File: src/rtl/demux_18_deser.sv
// demux_18_deser: serial-to-parallel 1:8 deserializer.
// Bits accepted in COLLECT are demuxed into shadow slots selected by {s2,s1,s0}.
// The 8th accepted bit and shadow slots 0-6 are moved into the registered word y0..y7.
// A start in mid-frame discards the partial frame and pulses frame_abort.
module demux_18_deser #(
  parameter bit CONTINUOUS = 1'b0
) (
  input  logic clk,
  input  logic rst,
  input  logic start,
  input  logic din,
  input  logic din_valid,
  output logic s2,
  output logic s1,
  output logic s0,
  output logic y0,
  output logic y1,
  output logic y2,
  output logic y3,
  output logic y4,
  output logic y5,
  output logic y6,
  output logic y7,
  output logic frame_done,
  output logic frame_abort,
  output logic busy
);

  typedef enum logic {
    ST_IDLE    = 1'b0,
    ST_COLLECT = 1'b1
  } state_t;

  state_t      state_q, state_d;
  logic [2:0]  sel_q, sel_d;
  logic [6:0]  shadow_q, shadow_d;   // slot 7 is never stored: it goes straight to y7
  logic [7:0]  y_q, y_d;
  logic        done_q, done_d;
  logic        abort_q, abort_d;
  logic        last_bit_s;

  // Next-state, select, shadow and output-word logic.
  always_comb begin
    state_d    = state_q;
    sel_d      = sel_q;
    shadow_d   = shadow_q;
    y_d        = y_q;
    done_d     = 1'b0;
    abort_d    = 1'b0;
    last_bit_s = (state_q == ST_COLLECT) && din_valid && (sel_q == 3'd7);
    case (state_q)
      ST_IDLE: begin
        sel_d = 3'd0;
        if (start) begin
          state_d = ST_COLLECT;
        end else begin
          state_d = ST_IDLE;
        end
      end
      ST_COLLECT: begin
        if (last_bit_s) begin
          // 8th bit completes the frame even when start is also high.
          y_d      = {din, shadow_q};
          done_d   = 1'b1;
          sel_d    = 3'd0;
          shadow_d = 7'd0;
          if (start || CONTINUOUS) begin
            state_d = ST_COLLECT;
          end else begin
            state_d = ST_IDLE;
          end
        end else if (start) begin
          // Restart: din of this cycle is not accepted.
          sel_d    = 3'd0;
          shadow_d = 7'd0;
          abort_d  = (sel_q != 3'd0);
        end else if (din_valid) begin
          for (int i = 0; i < 7; i++) begin
            if (sel_q == i[2:0]) begin
              shadow_d[i] = din;
            end else begin
              shadow_d[i] = shadow_q[i];
            end
          end
          sel_d = sel_q + 3'd1;
        end else begin
          sel_d    = sel_q;
          shadow_d = shadow_q;
        end
      end
      default: begin
        state_d  = ST_IDLE;
        sel_d    = 3'd0;
        shadow_d = 7'd0;
      end
    endcase
  end

  // State and datapath registers with asynchronous reset.
  always_ff @(posedge clk or posedge rst) begin
    if (rst) begin
      state_q  <= ST_IDLE;
      sel_q    <= 3'd0;
      shadow_q <= 7'd0;
      y_q      <= 8'd0;
      done_q   <= 1'b0;
      abort_q  <= 1'b0;
    end else begin
      state_q  <= state_d;
      sel_q    <= sel_d;
      shadow_q <= shadow_d;
      y_q      <= y_d;
      done_q   <= done_d;
      abort_q  <= abort_d;
    end
  end

  assign {s2, s1, s0}  = sel_q;
  assign y0            = y_q[0];
  assign y1            = y_q[1];
  assign y2            = y_q[2];
  assign y3            = y_q[3];
  assign y4            = y_q[4];
  assign y5            = y_q[5];
  assign y6            = y_q[6];
  assign y7            = y_q[7];
  assign frame_done    = done_q;
  assign frame_abort   = abort_q;
  assign busy          = (state_q == ST_COLLECT);

endmodule

File: config.mk
export PLATFORM = sky130hd
export DESIGN_NAME = demux_18_deser
export DESIGN_NICKNAME = d
export VERILOG_FILES = /design/src/rtl/demux_18_deser.sv
export SDC_FILE = /design/constraint.sdc
export NUM_CORES = 1
export LEC_CHECK = 0
export CAP_MARGIN = 20
export CORE_MARGIN = 1
export CORE_UTILIZATION = 60
export DETAILED_ROUTE_END_ITERATION = 7
export DONT_BUFFER_PORTS = 1
export GPL_ROUTABILITY_DRIVEN = 0
export PLACE_DENSITY = 0.81
export SYNTH_ARGS = -nofsm -noshare
export SYNTH_HDL_FRONTEND = slang
export SYNTH_SLANG_ARGS = --single-unit
File: constraint.sdc
create_clock -name clk -period 2 [get_ports clk]
set_input_delay 0.6 -clock clk [delete_from_list [all_inputs] [get_ports clk]]
set_output_delay 0.6 -clock clk [all_outputs]
set_load 0.01 [all_outputs]
==> impl_metrics.json, run 1 <==
{
  "synth_top_area_share_pct": 51.66,
  "vdd_drop_max_mv": 0.4942,
  "drtPass1Iterations": 4,
  "dieArea_um2": 1864,
  "drv_cap": 0,
  "required_ns": 2.25,
  "core_area_um2": 1541,
  "path_class": "flip-flop to flip-flop",
  "finalSetupViolations": 0,
  "syn2layout_area_growth_pct": 4.797,
  "hold_path_class": "primary input to async pin",
  "synth-warning-count": 0,
  "drive_gt1_share_pct": 12.77,
  "dpl.cell_count": 106,
  "num_antenna_cells": 0,
  "ys_seq_elements": 21,
  "syn-instance-count": 90,
  "cts_post_setup_buffers_inserted": 0,
  "routed_via_density": 5.955,
  "fin_util_pct": 69.16,
  "drc_errors": 0,
  "drt_iter0_drc": 15,
  "power_mw": 0.7111,
  "numClockSinks": 21,
  "final_cell_area_um2": 1066,
  "holdBufCountCts": 0,
  "synth_edf_count": 0,
  "status": "completed",
  "period_share_pct": 91.07,
  "grt_overflow": 0,
  "cp-start-kind": "flip-flop",
  "syn_area_per_cell_um2": 11.30,
  "yosysMostFrequentCell": "dfrtp_1",
  "cts_max_path_buffers": 2,
  "yosys.area.top_type": "dfrtp_1",
  "initial_utilization_pct": 65.99,
  "ys_top_cells_by_count": "dfrtp_1, inv_1, nand2_1",
  "syn-num-nets": 101,
  "detailed_place.area_um2": 1040,
  "p_leak_nw": 0.5269,
  "grt_pass1_vias": 638,
  "dr_total_vias": 655,
  "hold_ws_ns": 0.1465,
  "dpl_worst_slack_ns": 0.2023,
  "post_cts_resized": 0,
  "p_per_area_nw_per_um2": 667.1,
  "wire_per_inst_um": 15.58,
  "grt_pass1_wl_um": 2946,
  "nets": 106,
  "fmax_mhz": 549.0,
  "rows": 14,
  "grt_max_degree": 13,
  "finalWirelength_um": 1714,
  "crit_path_end_kind": "flip-flop",
  "skew_ns": 0.0008530,
  "synth_cell_type_count": 28,
  "slew_headroom_pct": 73.00,
  "slew_viol_final": 0,
  "rsz0062_at_grt": "false",
  "num_io_pins": 19,
  "worstMarginPinSlew_ns": 0.4049,
  "final.fill_count": 120,
  "clk_latency_ns": 0.31,
  "root_buffer": "clkbuf_4",
  "hold_viol_final": 0,
  "synthArstFlopShare_pct": 100.0,
  "grt_antenna_before_repair": 0,
  "synth_area_um2": 1017,
  "ff2ff_path_depth": 5,
  "die_h_um": 43.18,
  "synth_flop_cell": "dfrtp_1",
  "finalWorstSetupSlack_ns": 0.1786,
  "finalSetupTns_ns": 0,
  "numPortBuffers": 0,
  "cts_tree": "built",
  "grt.total_usage_pct": 21.98,
  "cts_buffers": 3,
  "crit_path_max_fanout": 7,
  "critPathArrivalTime_ns": 2.07,
  "path_clk_slew_ns": 0.11,
  "drtAntennaViolNets": 0,
  "final_cells": 110,
  "htree_levels": 1,
  "die_w_um": 43.18,
  "min_period_ns": 1.821,
  "multi_input_area_um2": 434.2,
  "regArea_um2": 525.5,
  "dp_hpwl_um": 1239,
  "synth_area_leaders": "dfrtp_1, ha_1, mux2_1, nand2b_1, a32o_1",
  "ys_seq_area_share_pct": 51.66
}
==> layer usage <==
layer | vias to the layer above | wire (um) | track usage, % | share of wire, %
li1 | 325 | - | - | -
met1 | 308 | 807 | 28.97 | 47
met2 | 17 | 811 | 33.43 | 47
met3 | 5 | 52 | 5.532 | 3.0
met4 | 0 | 42 | 10.91 | 2.5
met5 | - | 0 | 0 | 0
==> critical path, cell delays in order, from the launching register on <==
cell,delay (ns)
dfrtp_1,0.47
ha_1,0.27
ha_1,0.29
nor3b_1,0.30
and3_1,0.26
a32o_1,0.18
==> path summary, 6_finish.rpt <==
| check | from | slack, ns | endpoint |
|---|---|---|---|
| min in group clk | start | 0.37 | shadow_q[3] |
| hold / removal | rst | 0.15 | shadow_q[3] |
| max in group asynchronous | rst | 1.36 | frame_abort |
| setup reg to reg | sel_q[1] | 0.18 | shadow_q[4] |
| setup / recovery | sel_q[1] | 0.18 | shadow_q[4] |
| hold reg to reg | shadow_q[5] | 0.50 | shadow_q[5] |
==> registers in the layout (all words and copies together), names as in the netlist <==
signal / cells
sel_q: 3
frame_abort: 1
frame_done: 1
shadow_q: 7
y_q: 8
busy: 1
==> area by class of cell <==
| cell class | instances | share of cell area (%) |
|---|---|---|
| clock buffer | 4 | 2.465 |
| sequential | 21 | 49.30 |
| inverter | 8 | 2.817 |
| timing repair buffer | 4 | 2.817 |
| multi-input combinational | 57 | 40.73 |
| tap | 16 | 1.878 |
==> where the power goes <==
part           internal (mW)  switching [mW]
Sequential             0.433         0.00664
Clock                 0.0780           0.124
Combinational         0.0273          0.0412
==> cells in the final DEF (no fill, tap or decap), types with 2 or more instances in the layout <==
cell      instances
ha_1              6
mux2i_1           2
o21ai_1           4
a21o_1            4
mux2_4            2
buf_4             4
nand2_1           7
a32o_1            3
inv_1             8
nand2b_1          5
a21oi_1           4
mux2_1            3
o22ai_1           3
dfrtp_1          21
clkbuf_4          3
nor2_1            4
==> cells by family (layout without fill, tap and decap cells) <==
logic type                 Yosys count  in the layout  synth area share, %
AOI/OAI and AO/OA                   22             22                15.50
and+or+nand+nor                     22             22                11.56
DFF                                 21             21                51.66
buffers and inverters               12             16                5.658
muxes                                7              7                8.241
adders and majority gates            6              6                7.380
Note: power is estimated with default switching activity, not from simulation.
==> inputs of run 2 (changes only) <==
- SKIP_LAST_GASP: not set -> 1
==> results of run 2 <==
Final layout, timing and power as in run 1 (identical DEF).
==> inputs of run 3 (changes only) <==
--- a/config.mk
+++ b/config.mk
@@ -6,5 +6,5 @@
 export NUM_CORES = 1
 export LEC_CHECK = 0
-export CAP_MARGIN = 20
+export CAP_MARGIN = 15
 export CORE_MARGIN = 1
 export CORE_UTILIZATION = 60
==> constraint.sdc (replaced) <==
create_clock -name clk -period 2 [get_ports clk]
set_input_delay 0.6 -clock clk [delete_from_list [all_inputs] [get_ports clk]]
set_output_delay 0.6 -clock clk [all_outputs]
set_load 0.005 [all_outputs]
==> run 3 against run 2 <==
Global-route usage decreased by 1.9 points. Final area is 1.4% lower. Total power fell by 1.6%. Clock skew increased by 0.0019 ns. Sequential power about the same. Sequential share of layout area up 0.70 points. Non-clock buffer count down 2. Routed wire length down 7.2%. Maximum frequency shrank 0.28%. Core utilization down 0.97 points. First-iteration DRC count is 47% lower.
==> impl_metrics.json, run 3 (synthesized netlist as in run 1, its figures left out) <==
{
  "final_cell_area_um2": 1051,
  "cts_max_path_buffers": 2,
  "die_h_um": 43.18,
  "slew_headroom_pct": 74.40,
  "period_share_pct": 91.33,
  "numPortBuffers": 0,
  "path_cells": "ha_1, ha_1, nand3_2, mux2_1",
  "holdBufCountCts": 0,
  "final_common_cell": "dfrtp_1",
  "critPathTopFamily": "adder cells",
  "ff2ff_path_depth": 4,
  "dpl.cell_count": 104,
  "largestRegisters": "y_q x8, shadow_q x7, sel_q x3",
  "critPathBufInv": 0,
  "clk_latency_ns": 0.30,
  "num_antenna_cells": 0,
  "path_class": "flip-flop to flip-flop",
  "drv_cap": 0,
  "regToRegEndpoint": "y_q[5]",
  "hold_path_class": "primary input to async pin",
  "cts_buffers": 3,
  "cp_common_cell": "ha_1",
  "grt_pass1_wl_um": 2739,
  "hold_ws_ns": 0.1527,
  "finalSetupViolations": 0,
  "initial_utilization_pct": 65.99,
  "drc_errors": 0,
  "nets": 104,
  "finalWorstSetupSlack_ns": 0.1734,
  "finalWirelength_um": 1590,
  "cts_post_setup_buffers_inserted": 0,
  "detailed_place.area_um2": 1025,
  "fin_util_pct": 68.18,
  "min_period_ns": 1.827,
  "cp-start-kind": "flip-flop",
  "grt_antenna_before_repair": 0,
  "critPathMaxStageDelay_ns": 0.46,
  "grt_pass1_vias": 603,
  "slew_viol_final": 0,
  "drive_gt1_share_pct": 10.87,
  "slowest_stage": "dfrtp_1",
  "dr_total_vias": 644,
  "skew_ns": 0.002705,
  "hold_viol_final": 0,
  "final.fill_count": 124,
  "largest_reg_flops": 8,
  "grt.total_usage_pct": 20.05,
  "finalSetupTns_ns": 0,
  "core_area_um2": 1541,
  "post_cts_resized": 0,
  "syn2layout_area_growth_pct": 3.321,
  "num_io_pins": 19,
  "die_w_um": 43.18,
  "grt_max_degree": 15,
  "dpl_worst_slack_ns": 0.1555,
  "p_leak_nw": 0.5176,
  "grt_overflow": 0,
  "cts_tree": "built",
  "timing.rr.start": "sel_q[0]",
  "root_buffer": "clkbuf_4",
  "wire_per_inst_um": 14.72,
  "drtPass1Iterations": 4,
  "rows": 14,
  "numClockSinks": 21,
  "critPathArrivalTime_ns": 2.01,
  "drtAntennaViolNets": 0,
  "status": "completed",
  "drt_iter0_drc": 8,
  "fmax_mhz": 547.5,
  "rsz0062_at_grt": "false",
  "dp_hpwl_um": 1237,
  "p_per_area_nw_per_um2": 665.8,
  "regArea_um2": 525.5,
  "required_ns": 2.19,
  "path_clk_slew_ns": 0.11,
  "multi_input_area_um2": 434.2,
  "htree_levels": 1,
  "worstMarginPinSlew_ns": 0.3836,
  "vdd_drop_max_mv": 0.3940,
  "worst-r2r-setup-slack_ns": 0.17,
  "routed_via_density": 5.963,
  "final_cells": 108,
  "top_register": "y_q",
  "layout_common_cells": "dfrtp_1, inv_1, nand2_1",
  "crit_path_end_kind": "flip-flop",
  "dieArea_um2": 1864,
  "power_mw": 0.6998,
  "crit_path_max_fanout": 14
}
==> run 3: how the worst max path moves through the flow <==
stage | end | cells past startpoint | from | slack (ns)
after floorplan | y_q[3] | 5 | sel_q[0] | 0.42
after global placement | y_q[6] | 4 | sel_q[0] | 0.27
after detailed placement | y_q[5] | 4 | sel_q[0] | 0.16
after CTS | y_q[5] | 4 | sel_q[0] | 0.14
after global routing | y_q[5] | 4 | sel_q[0] | 0.02
final | y_q[5] | 4 | sel_q[0] | 0.17
==> run 3: cell type report <==
| type | count | area share, % |
|---|---|---|
| clock buffer | 4 | 2.500 |
| timing repair buffer | 2 | 1.429 |
| multi-input combinational | 57 | 41.31 |
| sequential | 21 | 50.00 |
| inverter | 8 | 2.857 |
| tap | 16 | 1.905 |
==> run 3: layer usage <==
layer / global-route usage, % / routed length [um]
met3: 3.830 / 47
met4: 10.30 / 17
met1: 25.21 / 737
met5: 0 / 0
met2: 32.54 / 788
==> run 3: power breakdown <==
part | switching, mW | internal [mW] | leakage [nW]
Clock | 0.119 | 0.0776 | 0.0150
Combinational | 0.0374 | 0.0250 | 0.217
Sequential | 0.00721 | 0.433 | 0.285
Total | 0.164 | 0.536 | 0.518
